[src/rtl/timer_pkg.sv]
// Shared types and constants for the 00..59 seconds counter.
package timer_pkg;
  typedef enum logic [1:0] {
    ST_IDLE  = 2'd0,
    ST_RUN   = 2'd1,
    ST_PAUSE = 2'd2,
    ST_DONE  = 2'd3
  } state_t;

  localparam logic [3:0] ONES_MAX = 4'd9;
  localparam logic [3:0] TENS_MAX = 4'd5;

  // Active-high segment patterns, bit0=a .. bit6=g, entry N is digit N.
  localparam logic [9:0][6:0] SEG_TABLE = {
    7'h6F, 7'h7F, 7'h07, 7'h7D, 7'h6D,
    7'h66, 7'h4F, 7'h5B, 7'h06, 7'h3F
  };
endpackage

[src/rtl/bcd_to_7seg.sv]
// Combinational BCD digit to seven-segment decoder; non-decimal codes blank the display.
// Zero latency, no flow control.
module bcd_to_7seg
  import timer_pkg::*;
#(
  parameter bit SEG_ACTIVE_LOW = 1'b1
) (
  input  logic [3:0] i_bcd,
  output logic [6:0] o_seg
);
  logic [6:0] w_seg_ah;

  always_comb begin
    w_seg_ah = 7'h00;
    if (i_bcd <= ONES_MAX) w_seg_ah = SEG_TABLE[i_bcd];
  end

  assign o_seg = SEG_ACTIVE_LOW ? ~w_seg_ah : w_seg_ah;
endmodule

[src/rtl/seconds_counter_60.sv]
// Start/stop/clear seconds counter 00..59 driven by an asynchronous 1 Hz tick.
// A Tickin rise updates the count SYNC_STAGES+1 edges after it is first sampled.
module seconds_counter_60
  import timer_pkg::*;
#(
  parameter bit          SEG_ACTIVE_LOW = 1'b1,
  parameter int unsigned SYNC_STAGES    = 2
) (
  input  logic       Clockin,
  input  logic       Resetn,
  input  logic       Tickin,
  input  logic       Start,
  input  logic       Stop,
  input  logic       Clear,
  output logic [3:0] Ones,
  output logic [3:0] Tens,
  output logic [6:0] Seg_ones,
  output logic [6:0] Seg_tens,
  output logic       Running,
  output logic       Done
);
  logic [SYNC_STAGES-1:0] r_sync;
  logic                   r_hist;
  logic                   r_tick;
  logic                   w_synced;
  state_t                 r_state;
  logic [3:0]             r_ones;
  logic [3:0]             r_tens;
  logic                   r_running;
  logic                   r_done;
  logic                   w_at_max;
  logic                   w_bad;
  logic                   w_start;
  logic [3:0]             w_ones_inc;
  logic [3:0]             w_tens_inc;

  assign w_synced = r_sync[SYNC_STAGES-1];

  // The tick pulse is registered so the counter sees a clean one-cycle strobe.
  always_ff @(posedge Clockin or negedge Resetn) begin
    if (!Resetn) begin
      r_sync <= '0;
      r_hist <= 1'b0;
      r_tick <= 1'b0;
    end else begin
      r_sync <= {r_sync[SYNC_STAGES-2:0], Tickin};
      r_hist <= w_synced;
      r_tick <= w_synced & ~r_hist;
    end
  end

  assign w_at_max = (r_ones == ONES_MAX) && (r_tens == TENS_MAX);
  assign w_bad    = (r_ones > ONES_MAX) || (r_tens > TENS_MAX);
  assign w_start  = Start && !Stop;

  always_comb begin
    w_ones_inc = r_ones + 4'd1;
    w_tens_inc = r_tens;
    if (w_bad) begin
      w_ones_inc = 4'd0;
      w_tens_inc = 4'd0;
    end else if (r_ones == ONES_MAX) begin
      w_ones_inc = 4'd0;
      w_tens_inc = r_tens + 4'd1;
    end
  end

  always_ff @(posedge Clockin or negedge Resetn) begin
    if (!Resetn) begin
      r_state   <= ST_IDLE;
      r_ones    <= 4'd0;
      r_tens    <= 4'd0;
      r_running <= 1'b0;
      r_done    <= 1'b0;
    end else if (Clear) begin
      r_state   <= ST_IDLE;
      r_ones    <= 4'd0;
      r_tens    <= 4'd0;
      r_running <= 1'b0;
      r_done    <= 1'b0;
    end else begin
      case (r_state)
        ST_RUN: begin
          if (r_tick && w_at_max) begin
            r_ones    <= 4'd0;
            r_tens    <= 4'd0;
            r_state   <= ST_DONE;
            r_running <= 1'b0;
            r_done    <= 1'b1;
          end else begin
            if (r_tick) begin
              r_ones <= w_ones_inc;
              r_tens <= w_tens_inc;
            end
            if (Stop) begin
              r_state   <= ST_PAUSE;
              r_running <= 1'b0;
            end
          end
        end
        ST_DONE: begin
          if (w_start) begin
            r_ones    <= 4'd0;
            r_tens    <= 4'd0;
            r_state   <= ST_RUN;
            r_running <= 1'b1;
            r_done    <= 1'b0;
          end
        end
        default: begin
          if (w_start) begin
            r_state   <= ST_RUN;
            r_running <= 1'b1;
          end
        end
      endcase
    end
  end

  assign Ones    = r_ones;
  assign Tens    = r_tens;
  assign Running = r_running;
  assign Done    = r_done;

  bcd_to_7seg #(.SEG_ACTIVE_LOW(SEG_ACTIVE_LOW)) u_seg_ones (
    .i_bcd (r_ones),
    .o_seg (Seg_ones)
  );

  bcd_to_7seg #(.SEG_ACTIVE_LOW(SEG_ACTIVE_LOW)) u_seg_tens (
    .i_bcd (r_tens),
    .o_seg (Seg_tens)
  );
endmodule

[config.mk]
export PLATFORM = sky130hd
export DESIGN_NAME = seconds_counter_60
export DESIGN_NICKNAME = d
export VERILOG_FILES = /design/src/rtl/timer_pkg.sv /design/src/rtl/bcd_to_7seg.sv /design/src/rtl/seconds_counter_60.sv
export SDC_FILE = /design/constraint.sdc
export NUM_CORES = 1
export LEC_CHECK = 0
export ABC_CLOCK_PERIOD_IN_PS = 1900
export CAP_MARGIN = 40
export CELL_PAD_IN_SITES_DETAIL_PLACEMENT = 1
export CELL_PAD_IN_SITES_GLOBAL_PLACEMENT = 1
export CORE_MARGIN = 3
export CORE_UTILIZATION = 24
export CTS_CLUSTER_SIZE = 40
export DETAILED_ROUTE_END_ITERATION = 16
export PLACE_DENSITY = 0.67
export SETUP_SLACK_MARGIN = 0.02
export SLEW_MARGIN = 20
export SYNTH_ARGS = -nofsm -noshare
export SYNTH_HDL_FRONTEND = slang
export SYNTH_HIERARCHICAL = 1
export SYNTH_SLANG_ARGS = --single-unit
[constraint.sdc]
create_clock -name Clockin -period 1.9 [get_ports Clockin]
set_input_delay 0.475 -clock Clockin [delete_from_list [all_inputs] [get_ports Clockin]]
set_output_delay 0.475 -clock Clockin [all_outputs]
set_load 0.005 [all_outputs]
### Word level (Yosys, flattened, before mapping)

Memories as Yosys holds them, arrays and structs flattened.
Index checks and enable logic that the tools add are counted.
Widths: inputs -> output; s select.

| word-level totals | value |
|---|---|
| memories kept | 2 |
| memory bits (writable) | 0 |
| word-level logic and storage cells | 73 |
| latch bits | 0 |
| input port bits | 6 |
| ROM bits | 224 |
| bits in registers | 16 |
| output and inout bits | 24 |

| cells by class | value |
|---|---|
| mux-type cells | 31 |
| reduce and logical (&&, ||, !) cells | 11 |
| multiply operators | 0 |
| bitwise gates (word level) | 4 |
| $add $sub $neg | 2 |
| $lt $le $gt $ge | 6 |
| shift operators | 0 |
| equal/unequal tests | 9 |
| divide/modulo/power cells | 0 |

Memories:

| name | depth | bits a word | rd ports | clocked after Yosys merged registers in | write ports | RTL line | source |
|---|---|---|---|---|---|---|---|
| (no name shown) | 16 | 7 | 1 | 0 | 0 | bcd_to_7seg.sv:15 | `if (i_bcd <= ONES_MAX) w_seg_ah = SEG_TABLE[i_bcd];` |
| (no name shown) | 16 | 7 | 1 | 0 | 0 | bcd_to_7seg.sv:15 |  |

Operators by type and width:

| operator | count |
|---|---|
| $mux 4 | 11 |
| $mux 7 | 4 |
| $pmux 4 s2 | 2 |
| $not 7->7 | 2 |
| $lt 4x5->1 const B | 2 |
| $mux 2 | 5 |
| $add 4x1->4 const B | 2 |
| $le 4x4->1 const B | 2 |
| $mux 1 | 8 |
| $ne 4x4->1 const B | 2 |
| $ne 3x3->1 const B | 2 |
| $reduce_and 3->1 | 2 |
| $reduce_bool 3->1 | 2 |
| $ne 5x5->1 const B | 1 |
| $eq 4x3->1 const B | 1 |
| $eq 4x4->1 const B | 1 |
| $gt 4x3->1 const B | 1 |
| $gt 4x4->1 const B | 1 |
| $reduce_and 4->1 | 1 |
| $logic_and 1x1->1 | 3 |
| $eq 2x1->1 const B | 1 |
| $eq 2x2->1 const B | 1 |
| $pmux 1 s2 | 1 |
| $reduce_and 2->1 | 1 |
| other kinds (4) | 4 |

### Longest topological paths before layout

Gate-level depths: netlist of the first run.

| logic depth | value |
|---|---|
| depth in word-level cells | 7 |
| depth in mapped cells | 6 |
| depth with buffers taken out | 6 |

### By module

The synthesis of the first run kept the hierarchy.

By module, submodules not included:

| module | seq. area each (µm²) | cells each | area each (µm²) | instances |
|---|---|---|---|---|
| seconds_counter_60 | 400.4 | 75 | 859.6 | 1 |
| bcd_to_7seg | 0.0 | 30 | 254.0 | 2 |

### Worst setup path before layout of the first run

OpenSTA, ideal clock, no wires.

| timing | value |
|---|---|
| kind | register -> output |
| from | reg r_ones[0], in the netlist Ones[0] |
| to | out Seg_ones[4] |
| cell stages (with the launch flop) | 5 |
| required time | 1.425 ns |
| path slack | -0.009 ns |
| arrival time | 1.434 ns |
| buffers on the path | 0 |
| cell sequence | dfrtp_1 > inv_1 > ha_1 > o21a_4 > a311oi_2 |

| on the way | value |
|---|---|
| cells in the longest elaborated chain, start to end | 4 |
| elaborated cells on any way between the ends | 5 |
| classes of those cells | order compare (1); mux (2); bitwise (1); memory (1) |

Ends and longest elaborated chain:

| what | RTL line | source |
|---|---|---|
| start: declaration | seconds_counter_60.sv:27 | `logic [3:0] r_ones;` |
| start signal: assignment | seconds_counter_60.sv:92 | `r_ones <= w_ones_inc;` |
| $mem_v2 16x7 | - |  |
| $mux 7 (implied by the code) | bcd_to_7seg.sv:15 |  |
| $mux 7 * | bcd_to_7seg.sv:15 |  |
| $not 7->7 * | bcd_to_7seg.sv:18 | `assign o_seg = SEG_ACTIVE_LOW ? ~w_seg_ah : w_seg_ah;` |
| end: declaration | seconds_counter_60.sv:17 | `output logic [6:0] Seg_ones,` |

Every way passes the cells marked *; elsewhere a longest branch is shown, timed or not. The select of a mux whose other input is x is not followed.

### Final worst setup path of the first run

| timing | value |
|---|---|
| from | reg r_tens[0], in the netlist Tens[0] |
| to | out Seg_tens[4] |

| on the way | value |
|---|---|
| cells in the longest elaborated chain, start to end | 4 |
| elaborated cells on any way between the ends | 5 |
| classes of those cells | order compare (1); mux (2); bitwise (1); memory (1) |

Ends and longest elaborated chain:

| what | RTL line | source |
|---|---|---|
| start: declaration | seconds_counter_60.sv:28 | `logic [3:0] r_tens;` |
| start signal: assignment | seconds_counter_60.sv:93 | `r_tens <= w_tens_inc;` |
| $mem_v2 16x7 | - |  |
| $mux 7 (implied by the code) | bcd_to_7seg.sv:15 |  |
| $mux 7 * | bcd_to_7seg.sv:15 |  |
| $not 7->7 * | bcd_to_7seg.sv:18 |  |
| end: declaration | seconds_counter_60.sv:18 | `output logic [6:0] Seg_tens,` |

Marked as above.

==> results of run 1 <==
-- power by group through the flow --
stage                     sequential, W  clock, W  combinational (W)
final                          0.000462  0.000307            0.00115
after global routing           0.000472  0.000329            0.00125
after CTS                      0.000464  0.000313            0.00100
after detailed placement       0.000456         0           0.000957
after global placement         0.000447         0           0.000901
after floorplan                0.000450         0           0.000420
-- repair_timing --
item | in CTS | in global routing
setup buffers | 6 | 7
resized for setup | 98 | 25
hold endpoints to repair | 0 | 0
setup endpoints to repair | 17 | 24
pin swaps | 15 | 11
-- sequential cells by signal (all words and copies together) (netlist names) --
| name | cells |
|---|---|
| Ones | 4 |
| Tens | 4 |
| r_state | 2 |
| r_sync | 2 |
| Done | 1 |
| Running | 1 |
| r_hist | 1 |
| r_tick | 1 |
-- worst max path at each step --
stage	startpoint	to	slack, ns	cells past startpoint
2_1_floorplan	Tens[0]$_DFFE_PN0P_	Seg_tens[4]	0.08	4
3_3_place_gp	Tens[0]$_DFFE_PN0P_	Seg_tens[0]	-0.29	5
3_5_place_dp	Tens[0]$_DFFE_PN0P_	Seg_tens[5]	-0.40	5
4_1_cts	Tens[0]$_DFFE_PN0P_	Seg_tens[4]	-0.16	6
5_1_grt	Tens[0]$_DFFE_PN0P_	Seg_tens[4]	-0.23	6
6_report	Tens[0]$_DFFE_PN0P_	Seg_tens[4]	-0.18	6
-- layer usage --
| metal | share of wire | global-route usage | vias to the layer above |
|---|---|---|---|
| met2 | 0.58 | 0.266 | 19 |
| met3 | 0.025 | 0.0121 | 3 |
| li1 | - | - | 644 |
| met1 | 0.39 | 0.155 | 669 |
| met5 | 0 | 0 | - |
| met4 | 0.0042 | 0.0203 | 0 |
-- Yosys cell counts, drive strengths merged (2+ instances only) --
cell type  count
o21a           2
a211oi         7
buf            4
or2            2
o311ai         2
nor2b          4
nand3          3
a21oi          2
nor3b          7
nor2           3
and3b          2
nand2          9
ha            15
a311oi         3
or3b           2
and2b          2
o21ai         10
nor3           3
a2bb2oi        2
dfrtp         16
inv           16
-- area by class of cell --
cell class,instances,area (sq um)
fillers,598,2970
multi-input cells,99,1130
repair buffers,73,586
flip-flops and latches,16,408
well taps,70,87.6
inverters,16,60.1
clock buffers,4,55.1
-- kinds of logic (layout without fill, tap and decap cells) --
group	Yosys count	count (layout)
AND/OR/NAND/NOR	42	42
AO/OA/AOI/OAI	41	41
multiplexers	1	1
flip-flops	16	16
adder cells (fa/ha/maj)	15	15
buffers and inverters	20	93
-- through the flow --
stage / area, sq um / utilization
6_report: 2330 / 0.439
5_1_grt: 2330 / 0.439
4_1_cts: 2150 / 0.406
3_5_place_dp: 1950 / 0.367
3_3_place_gp: 1950 / 0.367
2_1_floorplan: 1370 / -
==> impl_metrics.json, run 1 <==
{
  "p_sw_frac": 0.378,
  "hold_buffers": 0,
  "ys.flop_type": "dfrtp_1",
  "cp.required_ns": 1.42,
  "clkSlewWorstSetupHoldPaths_ns": 0.06,
  "power_w": 0.00192,
  "critPathKind": "flip-flop to primary output",
  "status": "finished, violations left",
  "worst_pin_slew_ns": 0.440,
  "cts_tree": "yes",
  "synth-compound-area-share": 0.279,
  "r2r_cells": 7,
  "dpl.cell_count": 261,
  "grt_pass1_wl_mm": 7.11,
  "r2r_end": "Ones[1]$_DFFE_PN0P_",
  "p_int_w": 0.00119,
  "synth.area.mux_share": 0.00732,
  "finClkSkew_ns": 0.00368,
  "combPwrFrac": 0.599,
  "powerDensity_nw_per_um2": 823,
  "final_cell_mix": "buf_4, clkdlybuf4s50_1, buf_2, dfrtp_1, inv_1",
  "antennaDiodeCount": 0,
  "rsz0062_at_grt": "true",
  "crit-reg2reg-launch": "Tens[0]$_DFFE_PN0P_",
  "slew_viol_final": 0,
  "startpoint_type": "flip-flop",
  "synth_async_sr_flop_share": 1.00,
  "max-cap-violations": 0,
  "via_per_inst": 4.80,
  "synthDistinctLibCells": 47,
  "holdWs_ns": 0.354,
  "path_max_fanout": 5,
  "critical-path-top-delay-family": "compound AO/OA/AOI/OAI gates",
  "yosysWarnings": 6,
  "synthAdderAreaFrac": 0.137,
  "grt_pass1_vias": 1452,
  "min_path_type": "flip-flop to flip-flop",
  "p_seq_frac": 0.241,
  "dp_hpwl_mm": 3.12,
  "yosys-top-cells-area": "dfrtp_1, ha_1, inv_1",
  "clkPwrFrac": 0.160,
  "port_buffers": 29,
  "syn_area_sq_um": 1370,
  "grt_usage": 0.134,
  "setup_viol": 14,
  "cts.sinks": 16,
  "reg2reg_slack_ns": 0.09,
  "min_to": "r_sync[1]$_DFF_PN0_",
  "fin_crit_ns": 2.08,
  "drive_gt1_frac": 0.587,
  "max_stage_delay_ns": 0.41,
  "post-place-ws_ns": -0.397,
  "synth_cells": 135,
  "die-area_sq_um": 6640,
  "start_util": 0.258,
  "yosysTopAreaCellShare": 0.293,
  "cp.arrival_ns": 1.61,
  "grt_max_degree": 17,
  "ir_drop_mv": 0.423,
  "die_w_microns": 81.5,
  "cts_htree_levels": 1,
  "synth_xor_area_frac": 0,
  "violations": "setup timing",
  "firstDrtPassIters": 4,
  "drt_iter0_drc": 39,
  "timing.critical_path.buf_inv": 3,
  "antenna_left": 0,
  "grt_overflow": 0,
  "critPathCaptureType": "primary output",
  "synthSimpleGateAreaFrac": 0.216,
  "clock_latency_ns": 0.25,
  "dr_total_vias": 1335,
  "slew-limit-headroom": 0.706,
  "syn_nets": 156,
  "area_growth_pct": 70.4,
  "fin_tns_setup_ns": -1.75,
  "clockRootBuffer": "clkbuf_8",
  "hold_viol_final": 0,
  "drc": 0,
  "coreArea_sq_um": 5300,
  "p_sw_w": 0.000725,
  "pin_count": 30,
  "layout_commonest_cell": "buf_4",
  "seq_area_frac_synth": 0.293,
  "min_from": "r_sync[0]$_DFF_PN0_",
  "stdcell_count": 278,
  "final_nets": 230,
  "clk_path_buf_depth": 2,
  "routed_wirelength_mm": 4.57,
  "crit_chain": "inv_2, ha_4, buf_6, o21a_4, a311oi_2, buf_2",
  "min_period_over_period": 1.10,
  "avgRoutedWirePerCell_microns": 16.4,
  "fmax_ghz": 0.480,
  "ys_seq_elements": 16,
  "synth-edff-count": 0,
  "die_y_microns": 81.5,
  "leakage_nw": 0.967,
  "numCtsBuffers": 3,
  "holdPathStages": 0,
  "antenna_found_initial": 0,
  "timing.final.ws_setup_ns": -0.182,
  "gp_congestion": 0.736,
  "row_count": 26,
  "avgSynthCellArea_sq_um": 10.1,
  "yosysTopAreaCell": "dfrtp_1",
  "cp_slowest_cell": "dfrtp_2",
  "synth_top_family_by_area": "compound AO/OA/AOI/OAI gates"
}
No activity file was read; power rests on OpenSTA's default activity.
==> run 2: changes to the inputs <==
--- a/config.mk
+++ b/config.mk
@@ -9,12 +9,14 @@
 export CAP_MARGIN = 40
 export CELL_PAD_IN_SITES_DETAIL_PLACEMENT = 1
 export CELL_PAD_IN_SITES_GLOBAL_PLACEMENT = 1
+export CORE_ASPECT_RATIO = 1.2
 export CORE_MARGIN = 3
 export CORE_UTILIZATION = 24
 export CTS_CLUSTER_SIZE = 40
 export DETAILED_ROUTE_END_ITERATION = 16
 export PLACE_DENSITY = 0.67
 export SETUP_SLACK_MARGIN = 0.02
+export SKIP_LAST_GASP = 1
 export SLEW_MARGIN = 20
 export SYNTH_ARGS = -nofsm -noshare
 export SYNTH_HDL_FRONTEND = slang
==> run 2 against run 1 <==
Compared with the run above:
- the flow still finishes with violations (setup timing)
- fmax up 3.4%
- first-iteration DRC count fell by 67%
- sequential share of layout area is 0.36 points higher
- via count shrank 4.6%
- largest power group unchanged
- highest routed layer unchanged
==> impl_metrics.json, run 2 (synthesis results as in run 1) <==
{
  "dr_total_vias": 1273,
  "routed_wirelength_mm": 3.75,
  "cp.required_ns": 1.42,
  "holdPathStages": 0,
  "violations": "setup timing",
  "clock_latency_ns": 0.25,
  "coreArea_sq_um": 5410,
  "crit-reg2reg-launch": "Tens[0]$_DFFE_PN0P_",
  "numCtsBuffers": 3,
  "min_path_type": "flip-flop to flip-flop",
  "finClkSkew_ns": 0.000886,
  "port_buffers": 29,
  "drive_gt1_frac": 0.556,
  "die_w_microns": 74.9,
  "crit_chain": "inv_4, ha_4, o21a_4, a311oi_2, buf_2",
  "r2r_cells": 7,
  "antenna_found_initial": 0,
  "worst_pin_slew_ns": 0.386,
  "final_nets": 229,
  "critPathKind": "flip-flop to primary output",
  "leakage_nw": 0.973,
  "avgRoutedWirePerCell_microns": 13.9,
  "grt_max_degree": 17,
  "dpl.cell_count": 254,
  "startpoint_type": "flip-flop",
  "r2r_end": "Ones[1]$_DFFE_PN0P_",
  "reg2reg_slack_ns": 0.10,
  "fmax_ghz": 0.497,
  "slew-limit-headroom": 0.743,
  "via_per_inst": 4.73,
  "dp_hpwl_mm": 2.61,
  "path_max_fanout": 5,
  "hold_buffers": 0,
  "timing.critical_path.buf_inv": 2,
  "grt_pass1_wl_mm": 6.03,
  "min_from": "r_sync[0]$_DFF_PN0_",
  "max-cap-violations": 0,
  "setup_viol": 12,
  "cp.arrival_ns": 1.54,
  "die-area_sq_um": 6640,
  "row_count": 29,
  "rsz0062_at_grt": "true",
  "final_cell_mix": "buf_4, buf_2, clkdlybuf4s50_1, dfrtp_1, inv_1",
  "grt_overflow": 0,
  "hold_viol_final": 0,
  "powerDensity_nw_per_um2": 814,
  "antennaDiodeCount": 0,
  "dpl_cell_area_sq_um": 1940,
  "start_util": 0.253,
  "nFillCells": 605,
  "cts.sinks": 16,
  "layout_commonest_cell": "buf_4",
  "drt_iter0_drc": 13,
  "ir_drop_mv": 0.392,
  "min_to": "r_sync[1]$_DFF_PN0_",
  "min_period_over_period": 1.06,
  "clkSlewWorstSetupHoldPaths_ns": 0.06,
  "cp_slowest_cell": "dfrtp_2",
  "timing.final.ws_setup_ns": -0.114,
  "antenna_left": 0,
  "regArea_sq_um": 407,
  "grt_usage": 0.115,
  "max_stage_delay_ns": 0.44,
  "slew_viol_final": 0,
  "drc": 0,
  "clk_path_buf_depth": 2,
  "area_growth_pct": 66.4,
  "firstDrtPassIters": 4,
  "pin_count": 30,
  "stdcell_count": 269,
  "fin_crit_ns": 2.01,
  "gp_congestion": 0.743,
  "holdWs_ns": 0.350,
  "cts_htree_levels": 1,
  "cts_tree": "yes",
  "status": "finished, violations left",
  "final_cell_area_sq_um": 2280,
  "critPathCaptureType": "primary output",
  "multi_input_comb_area_sq_um": 1100,
  "grt_pass1_vias": 1291,
  "critical-path-top-delay-family": "compound AO/OA/AOI/OAI gates",
  "clockRootBuffer": "clkbuf_8",
  "die_y_microns": 88.7
}
[run 2: changes by cell type in the layout (fill, tap and decap cells not counted), sizes merged]
cell	previous run	this run
dlymetal6s2s	0	2
buf	58	57
dlygate4sd2	1	0
clkdlybuf4s50	14	13
[run 2: layout make-up]
cell class              count  area share
clock buffers               4      0.0242
flip-flops and latches     16       0.179
well taps                  62      0.0341
repair buffers             72       0.251
inverters                  16      0.0275
multi-input cells          99       0.484
[run 2: layer usage]
layer	vias up	GRT usage	share of wire
met5	-	0	0
li1	640	-	-
met2	24	0.201	0.54
met1	604	0.147	0.42
met4	0	0.0388	0.012
met3	5	0.00682	0.033
[run 2: repair_timing]
item	CTS	global route
setup buffers	3	8
endpoints found under the hold margin	0	0
setup endpoints to repair	18	27
pin swaps	19	8
gates resized for setup	94	23
gates cloned	0	0
[run 2: report_power, final]
part / switching, W / internal [W]
logic: 0.000484 / 0.000617
clock network: 0.000121 / 0.000184
registers: 0.0000628 / 0.000383
total: 0.000667 / 0.00118
[run 2: worst max path at each step]
stage / to / slack (ns) / cells past startpoint / start
after floorplan: Seg_tens[4] / 0.08 / 4 / Tens[0]$_DFFE_PN0P_
after global placement: Seg_tens[4] / -0.26 / 5 / Tens[0]$_DFFE_PN0P_
after detailed placement: Seg_tens[6] / -0.30 / 5 / Tens[0]$_DFFE_PN0P_
after CTS: Seg_tens[5] / -0.14 / 6 / Tens[0]$_DFFE_PN0P_
after global routing: Seg_ones[2] / -0.22 / 6 / Ones[0]$_DFFE_PN0P_
final: Seg_ones[4] / -0.11 / 5 / Ones[0]$_DFFE_PN0P_
[run 2: metrics by stage]
step	setup slack (ns)	utilization	total power (W)	setup TNS (ns)
CTS	-0.139	0.390	0.00173	-1.09
detailed placement	-0.300	0.360	0.00139	-3.75
global route	-0.217	0.421	0.00201	-2.03
floorplan	0.0846	-	0.000869	0
finish	-0.114	0.421	0.00185	-0.896
global placement	-0.256	0.360	0.00138	-3.22
==> run 3: changes to the inputs <==
--- a/config.mk
+++ b/config.mk
@@ -14,6 +14,7 @@
 export CORE_UTILIZATION = 24
 export CTS_CLUSTER_SIZE = 40
 export DETAILED_ROUTE_END_ITERATION = 16
+export GPL_TIMING_DRIVEN = 0
 export PLACE_DENSITY = 0.67
 export SETUP_SLACK_MARGIN = 0.02
 export SKIP_LAST_GASP = 1
==> run 3 against run 2 <==
Compared with the run above:
- the run still ends with setup timing left
- routed wire length decreased by 6.9%
- largest cell class unchanged
- sequential share of layout area increased by 1.3 points
- largest power group unchanged
- combinational power decreased by 9.9%
- non-clock buffer count decreased by 20
- final area decreased by 5.8%
==> impl_metrics.json, run 3 (synthesis results as in run 1) <==
{
  "status": "finished, violations left",
  "violations": "setup timing",
  "path_depth": 5,
  "cp.arrival_ns": 1.56,
  "holdPathStages": 0,
  "max-cap-violations": 0,
  "worst_pin_slew_ns": 0.734,
  "clock_latency_ns": 0.25,
  "cts_tree": "yes",
  "dpl.cell_count": 226,
  "row_count": 29,
  "drc": 0,
  "crit_chain": "buf_6, ha_4, or3b_4, o311ai_2, buf_2",
  "powerDensity_nw_per_um2": 812,
  "hold_viol_final": 0,
  "timing.critical_path.buf_inv": 2,
  "drt_iter0_drc": 23,
  "fin_crit_ns": 2.03,
  "slew-limit-headroom": 0.509,
  "fmax_ghz": 0.492,
  "timing.final.ws_setup_ns": -0.132,
  "grt_overflow": 0,
  "antenna_found_initial": 0,
  "final_cell_mix": "buf_2, clkdlybuf4s50_1, buf_4, inv_1, nand2_1",
  "die-area_sq_um": 6640,
  "drive_gt1_frac": 0.529,
  "cts_htree_levels": 1,
  "gp_congestion": 0.738,
  "dr_total_vias": 1233,
  "grt_usage": 0.109,
  "cts.sinks": 16,
  "port_buffers": 29,
  "cp.required_ns": 1.42,
  "setup_viol": 12,
  "r2r_cells": 7,
  "path_max_fanout": 2,
  "final_cell_area_sq_um": 2140,
  "stdcell_count": 249,
  "post-place-ws_ns": -0.568,
  "grt_max_degree": 17,
  "final_nets": 209,
  "area_growth_pct": 56.7,
  "min_period_over_period": 1.07,
  "slew_viol_final": 0,
  "routed_wirelength_mm": 3.49,
  "numCtsBuffers": 3,
  "regArea_sq_um": 410,
  "coreArea_sq_um": 5410,
  "critical-path-top-delay-family": "flip-flops",
  "startpoint_type": "flip-flop",
  "antennaDiodeCount": 0,
  "multi_input_comb_area_sq_um": 1080,
  "dpl_cell_area_sq_um": 1740,
  "cp_slowest_cell": "dfrtp_2",
  "critPathKind": "flip-flop to primary output",
  "start_util": 0.253,
  "grt_pass1_vias": 1191,
  "die_y_microns": 88.7,
  "nFillCells": 619,
  "clk_path_buf_depth": 2,
  "avgRoutedWirePerCell_microns": 14.0,
  "grt_pass1_wl_mm": 5.67,
  "firstDrtPassIters": 4,
  "clockRootBuffer": "clkbuf_8",
  "leakage_nw": 0.898,
  "antenna_left": 0,
  "die_w_microns": 74.9,
  "dp_hpwl_mm": 2.34,
  "pin_count": 30,
  "layout_commonest_cell": "buf_2",
  "min_path_type": "flip-flop to flip-flop",
  "finClkSkew_ns": 0.00368,
  "critPathCaptureType": "primary output",
  "max_stage_delay_ns": 0.42,
  "via_per_inst": 4.95,
  "clkSlewWorstSetupHoldPaths_ns": 0.06,
  "ir_drop_mv": 0.300,
  "rsz0062_at_grt": "true"
}
==> run 3: power breakdown <==
part | switching, W | internal (W) | total, W | leakage (nW)
Clock | 0.000117 | 0.000184 | 0.000301 | 0.0288
Sequential | 0.0000640 | 0.000386 | 0.000450 | 0.197
Combinational | 0.000452 | 0.000538 | 0.000991 | 0.672
Total | 0.000634 | 0.00111 | 0.00174 | 0.898
==> run 3: worst register-to-register path, cell delays in order (launching register included) <==
cell	delay, ns
dfrtp_2	0.43
buf_6	0.12
buf_4	0.15
buf_12	0.13
nand4bb_4	0.25
nor3_4	0.16
a21oi_1	0.10
a2111oi_2	0.31
==> run 3: repair_timing <==
action,in CTS,in global routing
hold buffers,0,0
pin swaps,16,8
buffers inserted,17,2
endpoints found under the setup margin,18,24
gates resized for setup,99,22
==> run 3: area by class of cell <==
class                      count  share of cell area
inverter                      16              0.0315
clock buffer                   4              0.0257
buffer                         4              0.0175
tap                           62              0.0362
sequential                    16               0.191
timing repair buffer          48               0.195
multi-input combinational     99               0.503
==> run 3: stage by stage <==
stage	power, W	utilization	hold slack, ns	TNS, ns
finish	0.00174	0.396	0.349	-0.968
global route	0.00189	0.396	0.370	-1.94
CTS	0.00170	0.379	0.352	-1.37
detailed placement	0.00127	0.321	0.337	-8.31
global placement	0.00126	0.321	0.334	-7.96
floorplan	0.000869	-	0.179	0
==> run 3: worst paths after layout <==
kind / start / endpoint / slack, ns
min reg2reg: r_sync[0]$_DFF_PN0_ / r_sync[1]$_DFF_PN0_ / 0.35
max in group asynchronous: Resetn / Tens[1]$_DFFE_PN0P_ / 0.73
max reg2reg: Ones[1]$_DFFE_PN0P_ / Done$_DFFE_PN0P_ / 0.12
min in group asynchronous: Resetn / Running$_DFFE_PN0P_ / 0.66
min: r_sync[0]$_DFF_PN0_ / r_sync[1]$_DFF_PN0_ / 0.35
max: Ones[0]$_DFFE_PN0P_ / Seg_ones[0] / -0.13
==> run 3: layer usage <==
layer / vias to the layer above / part of all wire / GRT usage / wire length (microns)
li1: 602 / - / - / -
met1: 602 / 0.45 / 0.137 / 1560
met4: 0 / 0.012 / 0.0485 / 43
met2: 25 / 0.50 / 0.187 / 1740
met5: - / 0 / 0 / 0
met3: 4 / 0.038 / 0.0102 / 134
